--- config.mk ---
export PLATFORM = sky130hd
export DESIGN_NAME = fir_tap_ctrl
export DESIGN_NICKNAME = d
export VERILOG_FILES = /design/src/rtl/fir_pkg.sv /design/src/rtl/fir_out_fifo.sv /design/src/rtl/fir_tap_ctrl.sv
export SDC_FILE = /design/constraint.sdc
export NUM_CORES = 1
export LEC_CHECK = 0
export BUFFER_PORTS_ARGS = -buffer_cell sky130_fd_sc_hd__buf_2
export CAP_MARGIN = 20
export CORE_ASPECT_RATIO = 1.25
export CORE_MARGIN = 1
export CORE_UTILIZATION = 57
export DETAILED_ROUTE_END_ITERATION = 10
export PLACE_DENSITY = 0.8
export SYNTH_ARGS = -nofsm -noshare
export SYNTH_HDL_FRONTEND = slang
export SYNTH_SLANG_ARGS = --single-unit
export TNS_END_PERCENT = 30
--- constraint.sdc ---
create_clock -name i_clk -period 5.4 [get_ports i_clk]
set_input_delay 1.35 -clock i_clk [delete_from_list [all_inputs] [get_ports i_clk]]
set_output_delay 1.35 -clock i_clk [all_outputs]
set_load 0.01 [all_outputs]
--- src/rtl/fir_pkg.sv ---
`default_nettype none
// ============================================================================
// Module      : fir_pkg
// Description : Shared constants for the FIR tap-chain controller: sample
//               width, controller state encodings and the flat-bus slice
//               helper.
// Revision    : 1.0 - initial release
// ============================================================================
package fir_pkg;

  // Samples, weights and sums are Q1.(FIR_DATA_WIDTH-1) two's complement.
  localparam int FIR_DATA_WIDTH = 24;

  // Controller states. The encoding is fixed because the legacy debug
  // register map exposes it.
  localparam logic [1:0] ST_RUN   = 2'd0;
  localparam logic [1:0] ST_DRAIN = 2'd1;
  localparam logic [1:0] ST_SWAP  = 2'd2;
  localparam logic [1:0] ST_FLUSH = 2'd3;

  // LSB position of element idx in a flat bus of width-bit elements.
  function automatic int unsigned slice_lsb(input int unsigned idx,
                                            input int unsigned width);
    return idx * width;
  endfunction

endpackage
`default_nettype wire

--- src/rtl/fir_out_fifo.sv ---
`default_nettype none
// ============================================================================
// Module      : fir_out_fifo
// Description : Synchronous FIFO for captured chain results. The head is
//               visible combinationally; a pop on an empty FIFO is ignored,
//               and a push while full is accepted when a pop happens in the
//               same cycle.
// Revision    : 1.0 - initial release
// ============================================================================
module fir_out_fifo #(
  parameter int DEPTH = 4,
  parameter int WIDTH = 24,
  localparam int AW = $clog2(DEPTH)
) (
  input  logic             i_clk,
  input  logic             i_rst,
  input  logic             i_push,
  input  logic [WIDTH-1:0] iv_push_data,
  input  logic             i_pop,
  output logic [WIDTH-1:0] ov_head,
  output logic             o_empty,
  output logic [AW:0]      ov_count
);

  localparam logic [AW:0] FULL_CNT = (AW+1)'(DEPTH);

  logic [WIDTH-1:0] mem_q [DEPTH];
  logic [AW-1:0]    wr_ptr_q;
  logic [AW-1:0]    rd_ptr_q;
  logic [AW:0]      count_q;
  logic             w_full;
  logic             w_push;
  logic             w_pop;

  assign w_full   = (count_q == FULL_CNT);
  assign o_empty  = (count_q == '0);
  assign w_pop    = i_pop && !o_empty;
  assign w_push   = i_push && (!w_full || w_pop);
  // Report zero when empty so the output never shows stale storage.
  assign ov_head  = o_empty ? '0 : mem_q[rd_ptr_q];
  assign ov_count = count_q;

  // Storage array; no reset needed because the head is masked while empty.
  always_ff @(posedge i_clk) begin
    if (w_push) begin
      mem_q[wr_ptr_q] <= iv_push_data;
    end
  end

  // Pointer and occupancy bookkeeping; pointers wrap on the power-of-two depth.
  always_ff @(posedge i_clk) begin
    if (i_rst) begin
      wr_ptr_q <= '0;
      rd_ptr_q <= '0;
      count_q  <= '0;
    end else begin
      if (w_push) wr_ptr_q <= wr_ptr_q + AW'(1);
      if (w_pop)  rd_ptr_q <= rd_ptr_q + AW'(1);
      count_q <= count_q + {{AW{1'b0}}, w_push} - {{AW{1'b0}}, w_pop};
    end
  end

endmodule
`default_nettype wire

--- src/rtl/fir_tap_ctrl.sv ---
`default_nettype none
// ============================================================================
// Module      : fir_tap_ctrl
// Description : Sequencer for a transposed-form FIR tap chain. Accepts samples
//               on valid/ready, pulses the chain enable, captures the chain
//               output two cycles after acceptance into an output FIFO, holds
//               double-buffered coefficients and can zero-flush the chain.
// Revision    : 1.0 - initial release
// ============================================================================
module fir_tap_ctrl
  import fir_pkg::*;
#(
  parameter int DATA_WIDTH = FIR_DATA_WIDTH,
  parameter int NUM_TAPS   = 8,
  parameter int ADDR_WIDTH = 3,
  parameter int OUT_DEPTH  = 4
) (
  input  logic                           i_clk,
  input  logic                           i_rst,
  input  logic [DATA_WIDTH-1:0]          iv_din,
  input  logic                           i_din_valid,
  output logic                           o_din_ready,
  output logic                           o_tap_en,
  output logic [DATA_WIDTH-1:0]          ov_tap_din,
  output logic [NUM_TAPS*DATA_WIDTH-1:0] ov_weights,
  input  logic [DATA_WIDTH-1:0]          iv_chain_sum,
  output logic [DATA_WIDTH-1:0]          ov_dout,
  output logic                           o_dout_valid,
  input  logic                           i_dout_ready,
  input  logic                           i_cfg_we,
  input  logic [ADDR_WIDTH-1:0]          iv_cfg_addr,
  input  logic [DATA_WIDTH-1:0]          iv_cfg_data,
  input  logic                           i_cfg_commit,
  input  logic                           i_flush,
  output logic                           o_busy
);

  localparam int CNT_W = $clog2(OUT_DEPTH);
  // Flush counter runs 0..NUM_TAPS+1: NUM_TAPS issue cycles, one cycle where
  // the last enable is visible, one cycle for that step's capture slot.
  localparam int FC_W = $clog2(NUM_TAPS + 2);
  localparam logic [FC_W-1:0]    FC_STEPS  = FC_W'(NUM_TAPS);
  localparam logic [FC_W-1:0]    FC_DONE   = FC_W'(NUM_TAPS + 1);
  localparam logic [CNT_W+1:0]   OCC_LIMIT = (CNT_W+2)'(OUT_DEPTH);

  logic [1:0]                     state_q, state_d;
  logic                           commit_pend_q, commit_pend_d;
  logic                           flush_pend_q, flush_pend_d;
  logic                           commit_clr, flush_clr;
  logic [FC_W-1:0]                flush_cnt_q, flush_cnt_d;
  logic                           tap_en_q, tap_en_d;
  logic [DATA_WIDTH-1:0]          tap_din_q, tap_din_d;
  logic                           s1_q;       // sample in the tap-update stage
  logic                           s2_q;       // sample in the capture stage
  logic                           ready_q, ready_d;
  logic [NUM_TAPS*DATA_WIDTH-1:0] shadow_q, active_q;

  logic                           w_accept;
  logic                           w_pop;
  logic                           w_flush_step;
  logic                           w_addr_ok;
  logic                           w_fifo_empty;
  logic [CNT_W:0]                 w_fifo_count;
  logic [CNT_W:0]                 w_count_next;
  logic [CNT_W+1:0]               w_occ_next;

  assign w_accept     = i_din_valid && ready_q;
  assign w_pop        = i_dout_ready && !w_fifo_empty;
  assign w_flush_step = (state_q == ST_FLUSH) && (flush_cnt_q < FC_STEPS);
  assign w_addr_ok    = (32'(iv_cfg_addr) < 32'(NUM_TAPS));

  assign o_din_ready  = ready_q;
  assign o_tap_en     = tap_en_q;
  assign ov_tap_din   = tap_din_q;
  assign ov_weights   = active_q;
  assign o_dout_valid = !w_fifo_empty;
  assign o_busy       = (state_q != ST_RUN) || commit_pend_q || flush_pend_q;

  // Sequencing FSM: drain in-flight samples, then swap and/or flush.
  always_comb begin
    state_d     = state_q;
    flush_cnt_d = flush_cnt_q;
    commit_clr  = 1'b0;
    flush_clr   = 1'b0;
    case (state_q)
      ST_RUN: begin
        if (commit_pend_q || flush_pend_q) state_d = ST_DRAIN;
      end
      ST_DRAIN: begin
        if (!s1_q && !s2_q) begin
          if (commit_pend_q) begin
            state_d = ST_SWAP;
          end else begin
            state_d     = ST_FLUSH;
            flush_clr   = 1'b1;
            flush_cnt_d = '0;
          end
        end
      end
      ST_SWAP: begin
        commit_clr = 1'b1;
        if (flush_pend_q) begin
          state_d     = ST_FLUSH;
          flush_clr   = 1'b1;
          flush_cnt_d = '0;
        end else begin
          state_d = ST_RUN;
        end
      end
      ST_FLUSH: begin
        if (flush_cnt_q == FC_DONE) state_d = ST_RUN;
        else                        flush_cnt_d = flush_cnt_q + FC_W'(1);
      end
      default: state_d = ST_RUN;
    endcase
  end

  // Next-cycle request flags, chain drive and registered input-ready credit.
  always_comb begin
    // Flags clear on service; a new request in the same cycle wins so it is
    // not lost.
    commit_pend_d = (commit_pend_q && !commit_clr) || i_cfg_commit;
    flush_pend_d  = (flush_pend_q && !flush_clr) || i_flush;
    tap_en_d      = w_accept || w_flush_step;
    tap_din_d     = tap_din_q;
    if (w_accept)          tap_din_d = iv_din;
    else if (w_flush_step) tap_din_d = '0;
    // Occupancy after this edge: FIFO entries plus samples still in flight.
    w_count_next = w_fifo_count + {{CNT_W{1'b0}}, s2_q} - {{CNT_W{1'b0}}, w_pop};
    w_occ_next   = {1'b0, w_count_next} + {{(CNT_W+1){1'b0}}, w_accept}
                 + {{(CNT_W+1){1'b0}}, s1_q};
    ready_d      = (state_d == ST_RUN) && !commit_pend_d && !flush_pend_d
                 && (w_occ_next < OCC_LIMIT);
  end

  // Control and pipeline registers; reset aborts any swap or flush.
  always_ff @(posedge i_clk) begin
    if (i_rst) begin
      state_q       <= ST_RUN;
      commit_pend_q <= 1'b0;
      flush_pend_q  <= 1'b0;
      flush_cnt_q   <= '0;
      tap_en_q      <= 1'b0;
      tap_din_q     <= '0;
      s1_q          <= 1'b0;
      s2_q          <= 1'b0;
      ready_q       <= 1'b0;
    end else begin
      state_q       <= state_d;
      commit_pend_q <= commit_pend_d;
      flush_pend_q  <= flush_pend_d;
      flush_cnt_q   <= flush_cnt_d;
      tap_en_q      <= tap_en_d;
      tap_din_q     <= tap_din_d;
      s1_q          <= w_accept;
      s2_q          <= s1_q;
      ready_q       <= ready_d;
    end
  end

  // Coefficient banks: host writes land in shadow, SWAP copies shadow to active.
  always_ff @(posedge i_clk) begin
    if (i_rst) begin
      shadow_q <= '0;
      active_q <= '0;
    end else begin
      if (i_cfg_we && w_addr_ok) begin
        shadow_q[slice_lsb(32'(iv_cfg_addr), DATA_WIDTH) +: DATA_WIDTH] <= iv_cfg_data;
      end
      if (state_q == ST_SWAP) begin
        active_q <= shadow_q;
      end
    end
  end

  fir_out_fifo #(
    .DEPTH (OUT_DEPTH),
    .WIDTH (DATA_WIDTH)
  ) u_out_fifo (
    .i_clk        (i_clk),
    .i_rst        (i_rst),
    .i_push       (s2_q),
    .iv_push_data (iv_chain_sum),
    .i_pop        (w_pop),
    .ov_head      (ov_dout),
    .o_empty      (w_fifo_empty),
    .ov_count     (w_fifo_count)
  );

endmodule
`default_nettype wire

## Word level (Yosys, flattened, before mapping)

Memories as Yosys holds them, arrays and structs flattened. A register that Yosys moved wholly into a read port is not among the register bits.
Index checks and enable logic that the tools add are counted.

| storage, ports and cells | value |
|---|---|
| flip-flop bits (word level) | 427 |
| memory bits (writable) | 96 |
| input bits | 82 |
| output and inout bits | 244 |
| logic and storage cells | 96 |
| memories kept | 1 |

Memories:

| memory | depth | bits a word | rd ports | clocked after Yosys merged registers in | wr ports | line | RTL |
|---|---|---|---|---|---|---|---|
| u_out_fifo.mem_q | 4 | 24 | 1 | 1 | 1 | fir_out_fifo.sv:27 | `logic [WIDTH-1:0] mem_q [DEPTH];` |

| operators by class | value |
|---|---|
| add/sub/neg operators | 10 |
| multipliers | 1 |
| $lt $le $gt $ge | 2 |
| eq/ne operators | 9 |
| shifts and indexed selects | 2 |
| multiplexer cells | 24 |
| reductions and logical operators | 33 |

Operator list:

| cell | number |
|---|---|
| 192-bit bitwise mux | 1 |
| 24-bit by 34-bit variable shift with 192-bit output (first input constant) | 1 |
| 24-bit by 34-bit variable part select with 192-bit output | 1 |
| 24-bit 2-to-1 mux | 3 |
| 8-bit negator with 34-bit output | 1 |
| 4-bit 2-to-1 mux | 4 |
| 2-bit 2-to-1 mux | 6 |
| 4-bit case mux with 3 select lines | 1 |
| 1-bit logical AND | 11 |
| 1-bit logical NOT | 8 |
| 2-bit inequality test (second input constant) | 4 |
| 2-bit case mux with 4 select lines | 1 |
| 1-bit logical OR | 7 |
| 1-bit 2-to-1 mux | 7 |
| 3-bit by 1-bit adder with 3-bit output | 2 |
| 3-bit by 1-bit subtractor with 3-bit output | 2 |
| 3-bit by 2-bit multiplier with 5-bit output (second input constant) | 1 |
| 5-bit AND reduction | 1 |
| 2-bit by 1-bit adder with 2-bit output (second input constant) | 2 |
| 3-bit by 1-bit adder with 4-bit output | 1 |
| 4-bit by 1-bit adder with 4-bit output | 1 |
| 4-bit by 1-bit adder with 4-bit output (second input constant) | 1 |
| 2-bit equality test (second input constant) | 2 |
| 4-bit equality test (second input constant) | 1 |
| other kinds (9) | 11 |

## Depth between registers and ports, before layout

Gate-level depths: netlist (run 1).

| logic depth | value |
|---|---|
| depth after elaboration | 10 |
| gate-level depth with buffers | 17 |
| gate-level depth less buffers | 10 |

## Hierarchy

Synthesis (run 1) repeated with hierarchy kept, for this count alone.

| unflattened totals | value |
|---|---|
| cell total of the unflattened synthesis | 2008 |
| area total of the unflattened synthesis | 21678.3 µm² |

Modules (own cells, without submodules):

| module | instances | cells each | area an instance (µm²) | seq. area each (µm²) |
|---|---|---|---|---|
| fir_tap_ctrl | 1 | 1806 | 17581.9 | 8408.1 |
| fir_out_fifo | 1 | 202 | 4096.4 | 3062.9 |

## Worst setup path after synthesis (run 1)

OpenSTA, ideal clock, no wires.

| timing path | value |
|---|---|
| path kind | input-to-reg |
| start | input port iv_cfg_addr[0] |
| end | register shadow_q[144] |
| setup time | 0.066 ns |
| arrival time | 4.741 ns |
| required time | 5.334 ns |
| path slack | 0.593 ns |
| cell stages on the path | 14 |
| path buffers | 4 |
| cells stage by stage | ha_1 -> fa_1 -> buf_2 -> nand2b_1 -> clkbuf_1 -> nor2_1 -> ha_1 -> buf_2 -> clkinv_1 -> and2_1 -> clkbuf_1 -> o311ai_1 -> a221oi_1 -> nor2_1 |

| on the way | value |
|---|---|
| longest elaborated chain between the ends | 4 |
| elaborated cells on any way between the ends | 5 |
| those cells by class | add/sub (1); mul (1); shift (2); mux (1) |

RTL lines:

| element | line | RTL |
|---|---|---|
| start: declaration | fir_tap_ctrl.sv:31 | `input logic [ADDR_WIDTH-1:0] iv_cfg_addr,` |
| 3-bit by 2-bit multiplier with 5-bit output * | fir_pkg.sv:24 | `return idx * width;` |
| 8-bit negator with 34-bit output * | fir_tap_ctrl.sv:168 | `shadow_q[slice_lsb(32'(iv_cfg_addr), DATA_WIDTH) +: DATA_WIDTH] <= iv_cfg_data;` |
| 24-bit by 34-bit variable part select with 192-bit output / 24-bit by 34-bit variable shift with 192-bit output (equally long branches) | fir_tap_ctrl.sv:168 |  |
| 192-bit bitwise mux * | fir_tap_ctrl.sv:168 |  |
| end signal: indexed assignment | fir_tap_ctrl.sv:168 |  |
| end: declaration | fir_tap_ctrl.sv:56 | `logic [NUM_TAPS*DATA_WIDTH-1:0] shadow_q, active_q;` |

Every way passes the cells marked *; elsewhere a longest branch is shown, timed or not.
A chain may end at the register's enable or synchronous reset.

## Final worst setup path (run 1)

| timing path | value |
|---|---|
| start | input port iv_cfg_addr[1] |
| end | register shadow_q[123] |

The elaborated chain is that of the path after synthesis.

==> results of run 1 <==
## state kept, by name, indices dropped and copies added (netlist names), named ones only
register and count:
ov_weights 192, s2_q 1, u_out_fifo.ov_count 3, o_din_ready 1, state_q 2, shadow_q 192, ov_tap_din 24, o_tap_en 1
u_out_fifo.mem_q 96, flush_cnt_q 4, u_out_fifo.rd_ptr_q 2, u_out_fifo.wr_ptr_q 2, commit_pend_q 1, flush_pend_q 1, s1_q 1
## layout make-up
| class | instances | area [um2] |
|---|---|---|
| antenna | 1 | 2.502 |
| clock buffer | 65 | 1368 |
| clock inverter | 26 | 244.0 |
| fill | 2839 | 12080 |
| inverter | 30 | 112.6 |
| multi-input combinational | 1300 | 9288 |
| sequential | 525 | 11470 |
| tap | 486 | 608.1 |
| timing repair buffer | 365 | 1994 |
## layout by cell type, fill, tap and decap left out, types with 9 or more instances in the layout
cell type,Yosys,final
mux2i_1,271,271
mux4_2,24,24
clkbuf_16,0,50
nand3_1,27,27
a21o_1,9,9
edfxtp_1,96,96
dfxtp_1,429,429
clkbuf_1,82,9
a21oi_1,82,82
nor3_1,29,28
buf_4,3,36
nor3_2,9,10
a22oi_1,40,40
nand4_1,9,9
nor2_1,350,350
o21ai_0,25,25
nor2b_1,17,17
ha_1,21,20
a211oi_1,58,58
and2_1,34,34
a22o_1,24,24
mux2_2,32,32
clkinv_2,0,14
nand2_1,67,67
inv_1,28,28
buf_2,32,324
o32ai_1,10,10
or4_1,9,9
o31ai_1,25,25
## where the power goes
group / internal [W] / total, W / leakage, nW / switching, W
clock network: 0.00194 / 0.00343 / 0.801 / 0.00149
registers: 0.00407 / 0.00414 / 4.32 / 0.0000653
logic: 0.000624 / 0.00155 / 4.84 / 0.000923
total: 0.00664 / 0.00911 / 9.96 / 0.00248
## critical path, cell delays in order
cell,delay (ps)
buf_2,130
ha_1,250
fa_1,430
buf_4,220
xnor2_2,240
buf_4,280
nand3_1,290
and2_1,340
a21oi_1,790
a211oi_1,230
## stage by stage
| step | instances | power, W | worst slack, ps | util [%] | hold slack, ps |
|---|---|---|---|---|---|
| floorplan | 2006 | 0.005294 | 593.3 | - | 431.5 |
| global placement | 2705 | 0.005703 | 955.1 | 63.09 | 445.3 |
| detailed placement | 2706 | 0.005750 | 778.1 | 63.16 | 447.1 |
| CTS | 2797 | 0.009158 | 1333 | 67.50 | 454.3 |
| global route | 2798 | 0.009456 | 1063 | 67.50 | 474.7 |
| finish | 2798 | 0.009115 | 1246 | 67.50 | 452.2 |
## layer usage
| layer | part of all wire, % | global-route usage (%) | vias up |
|---|---|---|---|
| li1 | - | - | 7722 |
| met1 | 41 | 37.52 | 7896 |
| met2 | 48 | 49.43 | 667 |
| met3 | 6.7 | 4.903 | 143 |
| met4 | 3.6 | 11.65 | 2 |
| met5 | 0.022 | 0 | - |
## kinds of logic (layout without fill, tap and decap cells)
logic type	Yosys count	count (layout)	synth area share [%]
buf+inv	181	486	3.437
other cells	0	1	0
flops	525	525	53.40
simple gates	597	597	13.03
mux	327	327	16.82
fa+ha+maj	24	24	1.503
xor+xnor	13	13	0.6000
compound gates	339	339	11.20
## how the worst max path moves through the flow
stage	start	to	slack, ps	cells after the start
2_1_floorplan	iv_cfg_addr[0]	shadow_q[144]$_SDFFE_PP0P_	590	14
3_3_place_gp	iv_cfg_addr[1]	shadow_q[176]$_SDFFE_PP0P_	960	10
3_5_place_dp	iv_cfg_addr[1]	shadow_q[81]$_SDFFE_PP0P_	780	11
4_1_cts	iv_cfg_addr[1]	shadow_q[123]$_SDFFE_PP0P_	1330	10
5_1_grt	iv_cfg_addr[1]	shadow_q[81]$_SDFFE_PP0P_	1060	11
6_report	iv_cfg_addr[1]	shadow_q[123]$_SDFFE_PP0P_	1250	10
==> qor.yml, run 1 <==
synthesis:
  synth_cell_types: 78
  postSynthCellCount: 2006
  synth_nets: 2112
  synthArstFlopShare_pct: 0
  yosys-top-cells-count: "dfxtp_1, nor2_1, mux2i_1"
  synth_edf_count: 96
  yosysTopAreaCell: "dfxtp_1"
  ys_top_cells_by_area: "dfxtp_1, edfxtp_1, mux2i_1"
  synth.most_common_cell: "dfxtp_1"
  ys_ff_latch: 525
  avgSynthCellArea_um2: 10.71
  ys_seq_area_share_pct: 53.40
  synth_top_area_share_pct: 39.98
  synth_ff_type: "dfxtp_1"
  yosysWarnings: 0
  synth_area_um2: 21480
clock_tree:
  cts_tree: "built"
  hold_buffers: 0
  post_cts_buffers: 0
  clkLatencyLatePin_ps: 590
  ctsResizeCount: 0
  clk_pin_slew_worst_paths_ps: 60
  cts_buffer_depth: 3
  cts.htree.levels: 2
  cts_sinks: 525
  root_buffer: "clkbuf_16"
  cts_buffers: 49
sta:
  max_slew_margin_pct: 23.78
  skew_ps: 16.67
  min_period_over_period_pct: 76.92
  tightest_slew_ps: 1138
  fin_crit_ps: 4154
  finalHoldViolCount: 0
  rsz0062_at_grt: "no"
  setup_viol: 0
  finalSetupTns_ps: 0
  max_freq_mhz: 240.7
  drv_slew: 0
floorplan:
  dieHeight_um: 219.0
  core_um2: 37170
  initial_utilization_pct: 57.79
  die_x_um: 175.6
  row_count: 79
  dieArea_um2: 38470
  ioPinCount: 326
grt:
  grtUsageTotal_pct: 29.36
  grt_pass1_vias: 15540
  grt_max_degree: 153
  overflow: 0
  grt_pass1_wl_um: 88040
  antenna_found_initial: 2
route:
  via_count: 16430
  drtAntennaViolNets: 0
  drt-initial-drc-count: 1439
  vias_per_cell: 5.872
  wire_per_inst_um: 20.77
  drt_first_pass_iters: 6
  drc: 0
  routed_wl_um: 58120
power_and_ir_drop:
  ir_drop_uv: 291.0
  leakagePower_nw: 9.963
  pwr_density_cell_nw_per_um2: 363.3
run:
  maxCapViolCount: 0
placed_design:
  place.port_buffers: 325
  hpwl_um: 39710
  place_congestion: 1.019
  post_dp_cell_area_um2: 23470
worst_setup_path:
  cp-start-kind: "input pin"
  regToRegEndpoint: "o_din_ready$_SDFF_PP0_"
  rrSetupSlack_ps: 2330
  crit_required_ps: 5790
  reg2reg_depth: 9
  arrival_ps: 4550
  path_class: "in2reg"
  end_kind: "register"
  cp_max_fo: 20
  r2r-start: "u_out_fifo.ov_count[1]$_SDFF_PP0_"
worst_hold_path:
  holdCritPathClass: "reg2reg"
  min_path_cells: 2
  hp-start: "shadow_q[66]$_SDFFE_PP0P_"
  min_to: "shadow_q[66]$_SDFFE_PP0P_"
run_status:
  outcome: "finished clean"
final_layout:
  drive_above_1_share_pct: 23.15
  area_delta_synth_final_pct: 16.80
  design_area_um2: 25090
  nets: 2377
(Power assumes the default switching activity.)
==> run 2, diff against run 1 <==
- CORE_UTILIZATION: 57 -> 51
- PLACE_DENSITY: 0.8 -> 0.76
- clock period: 5.4 -> 3.5 ns (I/O delays scaled with it)
==> run 2 against run 1 <==
  * Register-to-register slack worse by 1600 ps
  * Non-clock buffer count is 85 higher
  * Sequential cell count stayed put
  * Via count is 1.3% higher
  * Clock-buffer cell count is 1 lower
  * Cell count is 5.3% higher
  * First-iteration DRC count is 22% lower
==> qor.yml, run 2 (synthesis results as in run 1) <==
clock_tree:
  clkLatencyLatePin_ps: 570  # -20 ps
  cts_buffers: 49  # unchanged
  hold_buffers: 0  # unchanged
  cts.htree.levels: 2  # unchanged
  cts_sinks: 525  # unchanged
  cts_buffer_depth: 3  # unchanged
  post_cts_buffers: 0  # unchanged
  root_buffer: "clkbuf_16"
  ctsResizeCount: 0  # unchanged
  clk_pin_slew_worst_paths_ps: 60  # about the same
  cts_tree: "built"
worst_setup_path:
  cp_max_fo: 19  # -5.0%
  crit_required_ps: 3930  # -1860 ps
  cp_common_cell: "buf_12"
  cp-start-kind: "input pin"
  regToRegEndpoint: "o_din_ready$_SDFF_PP0_"
  slowest_stage: "a2111o_1"
  reg2reg_depth: 11  # +2
  path_class: "in2reg"
  crit_chain: "buf_2, buf_12, inv_1, ha_1, buf_12, or2_2, o21ai_1, a2111o_1, mux2i_1, nor2_1"
  arrival_ps: 3500  # -1050 ps
  r2r-start: "u_out_fifo.ov_count[1]$_SDFF_PP0_"
  rrSetupSlack_ps: 710  # -1620 ps
  critPathMaxStageDelay_ps: 520  # -270 ps
  end_kind: "register"
placed_design:
  post_dp_cell_area_um2: 24510  # +4.4%
  place.port_buffers: 325  # unchanged
  place_congestion: 0.9839  # -3.4%
  hpwl_um: 41780  # +5.2%
run_status:
  outcome: "finished clean"
final_layout:
  drive_above_1_share_pct: 26.60  # +3.4 points
  nets: 2462  # +3.6%
  most-common-layout-cells: "dfxtp_1, nor2_1, buf_2"
  design_area_um2: 26160  # +4.3%
  final_common_cell: "dfxtp_1"
  antenna_cells: 0  # -1
  area_delta_synth_final_pct: 21.80
  fill_cells: 3348  # +18%
sta:
  holdWs_ps: 454.7  # +2.503 ps
  max_freq_mhz: 326.0
  setup_viol: 0  # unchanged
  min_period_over_period_pct: 87.65
  drv_slew: 0  # unchanged
  max_slew_margin_pct: 41.84  # +18 points
  skew_ps: 16.28  # -0.3890 ps
  rsz0062_at_grt: "no"
  fin_crit_ps: 3068
  tightest_slew_ps: 867.7  # -270.6 ps
  finalHoldViolCount: 0  # unchanged
grt:
  grt_pass1_vias: 16110  # +3.7%
  grtUsageTotal_pct: 27.15  # -2.2 points
  overflow: 0  # unchanged
  grt_pass1_wl_um: 91030  # +3.4%
  grt_max_degree: 185  # +21%
  antenna_found_initial: 0  # -2
power_and_ir_drop:
  ir_drop_uv: 331.4  # +14%
  leakagePower_nw: 10.45  # +4.9%
  pwr_density_cell_nw_per_um2: 549.4  # +51%
route:
  via_count: 16640  # +1.3%
  drtAntennaViolNets: 0  # unchanged
  wire_per_inst_um: 20.19  # -2.8%
  routed_wl_um: 59500  # +2.4%
  drc: 0  # unchanged
  drt-initial-drc-count: 1124  # -22%
  drt_first_pass_iters: 5  # -1
  vias_per_cell: 5.646  # -3.9%
floorplan:
  core_um2: 41330  # +11%
  row_count: 83  # +5.1%
  die_x_um: 185.6  # +5.7%
  dieArea_um2: 42950  # +12%
  dieHeight_um: 231.4  # +5.7%
  initial_utilization_pct: 51.97  # -5.8 points
  ioPinCount: 326  # unchanged
worst_hold_path:
  hp-start: "shadow_q[68]$_SDFFE_PP0P_"
  holdCritPathClass: "reg2reg"
  min_to: "shadow_q[68]$_SDFFE_PP0P_"
  min_path_cells: 2  # unchanged
run:
  maxCapViolCount: 0  # unchanged
==> run 2: worst max-delay path by stage <==
| stage | to | from |
|---|---|---|
| 6_report | shadow_q[118]$_SDFFE_PP0P_ | iv_cfg_addr[1] |
| 5_1_grt | ov_dout[19] | register |
| 4_1_cts | ov_dout[2] | register |
| 3_5_place_dp | shadow_q[114]$_SDFFE_PP0P_ | iv_cfg_addr[1] |
| 3_3_place_gp | shadow_q[113]$_SDFFE_PP0P_ | iv_cfg_addr[1] |
| 2_1_floorplan | shadow_q[144]$_SDFFE_PP0P_ | iv_cfg_addr[0] |
==> run 2: layout make-up <==
type / instances / area (um2) / area share (%)
well taps: 552 / 690.7 / 2.640
clock buffers: 64 / 1333 / 5.094
flip-flops and latches: 525 / 11470 / 43.85
repair buffers: 450 / 2775 / 10.61
multi-input cells: 1300 / 9458 / 36.15
inverters: 30 / 117.6 / 0.4496
clock inverters: 26 / 315.3 / 1.205
==> run 2: power breakdown <==
| part | internal (W) | switching [W] |
|---|---|---|
| sequential | 0.00629 | 0.0000927 |
| clock | 0.00315 | 0.00229 |
| combinational | 0.00109 | 0.00146 |
==> run 2: worst max-delay path, delay by kind of cell <==
family	cells	cell delay, ps
AO/OA/AOI/OAI	2	930
buffers and inverters	4	600
AND/OR/NAND/NOR	2	440
adder cells (fa/ha/maj)	1	360
multiplexers	1	270
==> run 2: through the flow <==
stage	instances	setup slack, ps	utilization [%]	setup TNS [ps]	total power (W)
finish	2947	432.2	63.30	0	0.01437
global route	2947	282.9	63.30	0	0.01494
CTS	2947	389.8	63.30	0	0.01445
detailed placement	2857	-83.73	59.31	-876.6	0.009048
global placement	2857	-12.31	59.31	-64.31	0.009000
floorplan	2006	-84.94	-	-4662	0.008223
==> run 2: metal layers <==
metal / global-route usage [%] / vias up / share of wire (%)
met2: 46.80 / 583 / 49
li1: - / 7893 / -
met4: 9.836 / 0 / 3.3
met1: 33.48 / 8034 / 41
met3: 5.185 / 128 / 6.9
met5: 0 / - / 0
